## config.mk

```make
export PLATFORM = sky130hd
export DESIGN_NAME = maxpool1d_packer
export DESIGN_NICKNAME = d
export VERILOG_FILES = /design/src/rtl/cnn_pkg.sv /design/src/rtl/sync_fifo.sv /design/src/rtl/maxpool1d_packer.sv
export SDC_FILE = /design/constraint.sdc
export NUM_CORES = 2
export LEC_CHECK = 0
export BUFFER_PORTS_ARGS = -buffer_cell sky130_fd_sc_hd__buf_4
export CAP_MARGIN = 20
export CORE_MARGIN = 8
export CORE_UTILIZATION = 40
export CTS_CLUSTER_DIAMETER = 80
export DETAILED_ROUTE_END_ITERATION = 16
export SYNTH_ARGS = -nofsm -noshare
export SYNTH_HDL_FRONTEND = slang
export SYNTH_SLANG_ARGS = --single-unit
```

## constraint.sdc

```tcl
create_clock -name clk -period 19 [get_ports clk]
set_input_delay 3.8 -clock clk [delete_from_list [all_inputs] [get_ports clk]]
set_output_delay 3.8 -clock clk [all_outputs]
set_load 0.03 [all_outputs]
```

## src/rtl/cnn_pkg.sv

```systemverilog
// Shared types, sizes and helpers for the conv1d CFU post-processing path.
// Pool/channel normalisation lives here so config decode stays in one place.
package cnn_pkg;

  localparam int BYTE_SIZE    = 8;
  localparam int INT32_SIZE   = 32;
  localparam int MAX_CHANNELS = 128;
  localparam int MAX_POOL     = 4;
  localparam int FIFO_DEPTH   = 16;

  localparam int CH_W   = $clog2(MAX_CHANNELS + 1);
  localparam int POOL_W = $clog2(MAX_POOL + 1);
  localparam int ADDR_W = $clog2(MAX_CHANNELS);
  localparam int LANES  = INT32_SIZE / BYTE_SIZE;
  localparam int LANE_W = $clog2(LANES);
  localparam int CNT_W  = $clog2(FIFO_DEPTH + 1);

  typedef logic signed [BYTE_SIZE-1:0] int8_t;

  typedef struct packed {
    logic                  last;
    logic [INT32_SIZE-1:0] data;
  } word_t;

  // Ties keep the stored value.
  function automatic int8_t smax8(input int8_t stored, input int8_t cand);
    return (cand > stored) ? cand : stored;
  endfunction

  function automatic logic [CH_W-1:0] norm_ch(input logic [7:0] c);
    if (c == 8'd0)
      return CH_W'(1);
    if (c > 8'(MAX_CHANNELS))
      return CH_W'(MAX_CHANNELS);
    return CH_W'(c);
  endfunction

  function automatic logic [POOL_W-1:0] norm_pool(input logic [2:0] p);
    if (p == 3'd0)
      return POOL_W'(1);
    if (p > 3'(MAX_POOL))
      return POOL_W'(MAX_POOL);
    return POOL_W'(p);
  endfunction

endpackage

```

## src/rtl/sync_fifo.sv

```systemverilog
// First-word-fall-through FIFO with occupancy count.
// Head reads as zero while empty so the output bus is clean after reset.
module sync_fifo #(
  parameter int W     = 8,
  parameter int DEPTH = 16,
  parameter int CW    = $clog2(DEPTH + 1)
) (
  input  logic          clk,
  input  logic          rst,
  input  logic          push_i,
  input  logic [W-1:0]  din_i,
  input  logic          pop_i,
  output logic [W-1:0]  dout_o,
  output logic          valid_o,
  output logic [CW-1:0] count_o
);

  localparam int AW = $clog2(DEPTH);

  logic [W-1:0]  mem [DEPTH];
  logic [AW-1:0] wr_q;
  logic [AW-1:0] rd_q;
  logic [CW-1:0] cnt_q;
  logic          do_push;
  logic          do_pop;

  assign valid_o = (cnt_q != '0);
  assign do_push = push_i && (cnt_q != CW'(DEPTH));
  assign do_pop  = pop_i && valid_o;
  assign dout_o  = valid_o ? mem[rd_q] : '0;
  assign count_o = cnt_q;

  always_ff @(posedge clk) begin
    if (do_push)
      mem[wr_q] <= din_i;
  end

  always_ff @(posedge clk or posedge rst) begin
    if (rst) begin
      wr_q  <= '0;
      rd_q  <= '0;
      cnt_q <= '0;
    end else begin
      if (do_push)
        wr_q <= wr_q + AW'(1);
      if (do_pop)
        rd_q <= rd_q + AW'(1);
      case ({do_push, do_pop})
        2'b10:   cnt_q <= cnt_q + CW'(1);
        2'b01:   cnt_q <= cnt_q - CW'(1);
        default: cnt_q <= cnt_q;
      endcase
    end
  end

endmodule

```

## src/rtl/maxpool1d_packer.sv

```systemverilog
// 1D max-pool along x over channel-major int8 conv outputs,
// packing pooled bytes four per word into an output FIFO.
module maxpool1d_packer
  import cnn_pkg::*;
(
  input  logic                  clk,
  input  logic                  rst,
  input  logic                  cfg_we,
  input  logic [7:0]            cfg_channels,
  input  logic [2:0]            cfg_pool,
  input  logic                  in_valid,
  output logic                  in_ready,
  input  logic [BYTE_SIZE-1:0]  in_data,
  output logic                  out_valid,
  input  logic                  out_ready,
  output logic [INT32_SIZE-1:0] out_data,
  output logic                  out_last,
  output logic                  busy
);

  logic [CH_W-1:0]       chan_q;
  logic [POOL_W-1:0]     pool_q;
  logic [CH_W-1:0]       ch_idx_q;
  logic [POOL_W-1:0]     pool_idx_q;
  logic [LANE_W-1:0]     lane_q;
  logic [INT32_SIZE-1:0] word_q;
  int8_t                 max_ram [MAX_CHANNELS];

  logic [CH_W-1:0]       chan_d;
  logic [POOL_W-1:0]     pool_d;
  logic [ADDR_W-1:0]     addr;
  int8_t                 stored;
  int8_t                 mx;
  logic [INT32_SIZE-1:0] word_d;
  logic                  acc;
  logic                  ch_end;
  logic                  pool_end;
  logic                  emit;
  logic                  flush;
  word_t                 fifo_din;
  word_t                 fifo_dout;
  logic [CNT_W-1:0]      fifo_cnt;

  assign busy = (ch_idx_q != '0) | (pool_idx_q != '0)
              | (lane_q != '0) | (fifo_cnt != '0);

  // One free slot is always kept for the word a byte may complete.
  assign in_ready = (fifo_cnt <= CNT_W'(FIFO_DEPTH - 2));
  assign acc      = in_valid & in_ready;

  always_comb begin
    chan_d   = chan_q;
    pool_d   = pool_q;
    if (cfg_we && !busy) begin
      chan_d = norm_ch(cfg_channels);
      pool_d = norm_pool(cfg_pool);
    end
    addr     = ch_idx_q[ADDR_W-1:0];
    stored   = max_ram[addr];
    mx       = (pool_idx_q == '0) ? int8_t'(in_data)
                                  : smax8(stored, int8_t'(in_data));
    ch_end   = (ch_idx_q == chan_d - CH_W'(1));
    pool_end = (pool_idx_q == pool_d - POOL_W'(1));
    emit     = acc & pool_end;
    flush    = emit & ((lane_q == LANE_W'(LANES - 1)) | ch_end);
    word_d   = word_q;
    word_d[lane_q*BYTE_SIZE +: BYTE_SIZE] = mx;
    fifo_din = '{last: ch_end, data: word_d};
  end

  always_ff @(posedge clk) begin
    if (acc)
      max_ram[addr] <= mx;
  end

  always_ff @(posedge clk or posedge rst) begin
    if (rst) begin
      chan_q     <= CH_W'(1);
      pool_q     <= POOL_W'(1);
      ch_idx_q   <= '0;
      pool_idx_q <= '0;
      lane_q     <= '0;
      word_q     <= '0;
    end else begin
      chan_q <= chan_d;
      pool_q <= pool_d;
      if (acc) begin
        if (ch_end) begin
          ch_idx_q   <= '0;
          pool_idx_q <= pool_end ? '0 : pool_idx_q + POOL_W'(1);
        end else begin
          ch_idx_q   <= ch_idx_q + CH_W'(1);
        end
      end
      if (emit) begin
        if (flush) begin
          lane_q <= '0;
          word_q <= '0;
        end else begin
          lane_q <= lane_q + LANE_W'(1);
          word_q <= word_d;
        end
      end
    end
  end

  sync_fifo #(
    .W     ($bits(word_t)),
    .DEPTH (FIFO_DEPTH)
  ) u_fifo (
    .clk     (clk),
    .rst     (rst),
    .push_i  (flush),
    .din_i   (fifo_din),
    .pop_i   (out_ready),
    .dout_o  (fifo_dout),
    .valid_o (out_valid),
    .count_o (fifo_cnt)
  );

  assign out_data = fifo_dout.data;
  assign out_last = fifo_dout.last;

endmodule

```

==> flow_summary.ini <==
[status]
status = finished clean

[grt]
grt_pass1_wl_um = 258200
grt-ovfl-total = 0
grt_usage_pct = 20.05
grt_pass1_vias = 35190
antenna_found_initial = 2
grt_max_degree = 111

[sta]
hold_violations = 0
worst_pin_slew_ns = 1.149
skew_ns = 0.03388
period_needed_ns = 8.784
setup_viol = 0
rsz0062_at_grt = false
finalMaxSlewViolations = 0
setup_tns_ns = 0
slew-limit-headroom_pct = 23.11
fin_crit_sh_pct = 46.23
fmax_mhz = 113.8

[floorplanning]
ios = 60
die_w_um = 418.5
rows = 147
core_um2 = 160800
die_h_um = 418.5
initial_core_util_pct = 40.32
die-area_um2 = 175200

[worst_hold_path]
hold_class = reg -> reg

[placed_design]
port_buffers = 59
place_inst = 5603
dp.final_hpwl_um = 104500
post_dp_cell_area_um2 = 67890
place.gp.congestion = 0.9276

[clocking]
numCtsBuffers = 165
clockBufferDepth = 3
post_cts_buffers = 0
htree_levels = 4
postCtsResizedCells = 0
clkSlewWorstSetupHoldPaths_ns = 0.06
cts_tree = yes
cts_root_buf = clkbuf_16
holdBufCountCts = 0
worstSkewPairLatency_ns = 0.79
cts_sinks = 1621

[synth]
ys_types = 90
synth_seq_cells = 1621
synthFlopType = edfxtp_1
yosys_warnings = 0
syn_inst = 3516
synth_area_per_cell_um2 = 18.43
async_flop_share_pct = 4.257
synth_edf_count = 1552
yosysSeqAreaShare_pct = 74.58
synthesis.nets = 3566
syn-cell-area_um2 = 64810

[power]
ir_drop_uv = 194.1
power_density_nw_per_um2 = 167.6
power.switching_mw = 4.269
p_int_mw = 7.995
p_leak_nw = 23.03
pwr-share-seq_pct = 46.0
power_mw = 12.26
clock_power_share_pct = 25.3
swShare_pct = 34.81
power.share.combinational_pct = 28.7

[finish]
syn_to_final_growth_pct = 12.92
fin_cells = 5914
stdcell_area_um2 = 73180
fill_cells = 13760
drive_gt1_share_pct = 21.88
fin_nets = 3677

[critical_path]
critPathLaunch = ch_idx_q[0]$_DFFE_PP0P_
regToRegSetupSlack_ns = 10.22
cp-end-kind = flop
critPathLaunchType = flop
crit_path_frequent_cell = buf_4
path_class = reg -> reg
crit_required_ns = 19.46
worstPathArrival_ns = 9.24
cp_slowest_cell = a211oi_2
r2r_cells = 18
r2r_start = ch_idx_q[0]$_DFFE_PP0P_
slowest_delay_ns = 0.83
path_max_fanout = 76
timing.rr.end = max_ram[8][3]$_DFFE_PP_
critPathCapture = max_ram[8][3]$_DFFE_PP_
crit_chain = buf_4 -> buf_4 -> buf_4 -> mux4_2 -> mux2i_1 -> a32oi_1 -> and3_1 -> or3_1 -> or4_1 -> ha_1 -> nand4_1 -> o21ai_0 -> a31oi_1 -> a211oi_2 -> mux2i_1 -> buf_4 -> inv_4 -> buf_4

[routing]
drc = 0
m1WireLength_um = 70980
drtIter0Drc = 4064
met2_length_um = 85350
wl_met3_um = 14670
firstDrtPassIters = 7
routed_wirelength_um = 179300
vias_per_cell = 5.913
via_count = 34970
highest_layer = met5
avgRoutedWirePerCell_um = 30.32
drtAntennaViolNets = 0

[job]
cap_viol_max_count = 0
[flip-flops by register name (all words and copies together) (netlist names)]
name	count
pool_q	3
u_fifo.mem	528
lane_q	2
u_fifo.count_o	5
u_fifo.rd_q	4
chan_q	8
ch_idx_q	8
word_q	32
u_fifo.wr_q	4
max_ram	1024
pool_idx_q	3
[layout make-up]
type	instances	area [um2]	area share, %
Clock buffer	210	4370	5.972
Clock inverter	83	749.5	1.024
Antenna cell	1	2.502	0.003420
Timing Repair Buffer	175	1365	1.865
Sequential cell	1621	48360	66.08
Inverter	60	245.2	0.3351
Multi-Input combinational cell	1604	15390	21.03
Tap cell	2160	2703	3.693
[power by group through the flow]
stage	registers (mW)	logic (mW)	clock network, mW
2_1_floorplan	5.78	1.81	0
3_3_place_gp	5.72	3.37	0
3_5_place_dp	5.72	3.45	0
4_1_cts	5.65	3.45	3.15
5_1_grt	5.65	3.68	3.28
6_report	5.64	3.51	3.11
[cells in the mapped netlist (all sizes together), types with 4 or more instances]
cell type | instances | area, um2
nor3b | 5 | 37.54
a21oi | 78 | 394.1
xor2 | 12 | 105.1
a221oi | 98 | 858.3
a22oi | 49 | 367.9
o21ai | 62 | 325.3
nor4 | 14 | 93.84
mux4 | 269 | 6058
nor2 | 223 | 842.1
mux2i | 89 | 894.6
o221ai | 14 | 122.6
nor2b | 20 | 125.1
and3 | 7 | 43.79
buf | 116 | 620.6
a21o | 6 | 45.04
nor3 | 24 | 160.2
xnor2 | 11 | 96.34
a211oi | 14 | 117.6
or4 | 11 | 86.33
nand4 | 7 | 43.79
clkbuf | 115 | 431.7
o2bb2ai | 40 | 350.3
dfrtp | 67 | 1677
o31ai | 6 | 86.33
and2 | 53 | 331.6
edfxtp | 1552 | 46600
nand3 | 27 | 135.1
o211ai | 9 | 72.57
or3 | 7 | 43.79
a222oi | 5 | 50.05
o22ai | 63 | 394.1
a32oi | 5 | 43.79
nor4b | 8 | 101.4
nand2 | 146 | 548.0
mux2 | 86 | 968.4
ha | 26 | 325.3
inv | 58 | 217.7
a22o | 15 | 131.4
a31oi | 16 | 100.1
a221o | 17 | 170.2
o32ai | 4 | 35.03
nand2b | 9 | 56.30
o21a | 8 | 60.06
[critical path: cells and delay by family, from the launching register on]
kind,cells,cell delay (ns)
buffers and inverters,6,3.29
and+or+nand+nor,4,1.38
AOI/OAI and AO/OA,4,1.22
muxes,3,1.16
DFF,1,0.81
adders and majority gates,1,0.32
[cells in the final DEF (no fill, tap or decap), types with 15 or more instances in the layout]
master / count
a31oi_1: 16
ha_1: 26
mux2i_1: 88
nor3_1: 16
nand3_1: 26
clkbuf_1: 40
inv_1: 48
and2_1: 51
o21ai_0: 57
a221o_1: 17
mux4_2: 269
a22o_1: 15
a21oi_1: 77
nand2_1: 145
clkinv_2: 27
mux2_2: 85
a221oi_1: 98
a22oi_1: 49
nor2_1: 212
clkinv_1: 34
clkbuf_16: 167
edfxtp_1: 1552
o22ai_1: 63
dfrtp_1: 59
o2bb2ai_1: 40
buf_4: 169
[kinds of logic (layout without fill, tap and decap cells)]
logic type               after synthesis  in the layout  share of synthesized area (%)
XOR/XNOR                              23             23                         0.3108
adder cells (fa/ha/maj)               26             26                         0.5020
multiplexers                         444            444                          12.22
buffers and inverters                291            528                          1.971
AO/OA/AOI/OAI                        539            539                          6.170
flip-flops                          1621           1621                          74.58
AND/OR/NAND/NOR                      572            572                          4.242
other                                  0              1                              0
[metal layers]
metal  vias up  global-route usage, %
met3       406                  4.382
met2      1717                  32.18
li1      14540                      -
met4         2                  8.593
met1     18300                  26.46
met5         -                      0
[metrics by stage]
step / worst slack, ns / utilization (%) / hold WS (ns)
after floorplan: 9.100 / - / 0.4555
after global placement: 10.02 / 42.21 / 0.4697
after CTS: 10.34 / 45.42 / 0.4916
after global routing: 9.835 / 45.52 / 0.5133
after detailed placement: 10.31 / 42.23 / 0.4735
final: 10.22 / 45.52 / 0.4890
[how the worst min path moves through the flow]
stage | cells past startpoint | slack (ns) | start | endpoint
floorplan | 1 | 0.46 | word_q[24]$_DFFE_PP0P_ | word_q[24]$_DFFE_PP0P_
global placement | 1 | 0.47 | word_q[12]$_DFFE_PP0P_ | word_q[12]$_DFFE_PP0P_
detailed placement | 1 | 0.47 | word_q[14]$_DFFE_PP0P_ | word_q[14]$_DFFE_PP0P_
CTS | 1 | 0.49 | word_q[11]$_DFFE_PP0P_ | word_q[11]$_DFFE_PP0P_
global route | 1 | 0.51 | word_q[9]$_DFFE_PP0P_ | word_q[9]$_DFFE_PP0P_
finish | 1 | 0.49 | word_q[10]$_DFFE_PP0P_ | word_q[10]$_DFFE_PP0P_
Note: power is estimated with default switching activity, not from simulation.
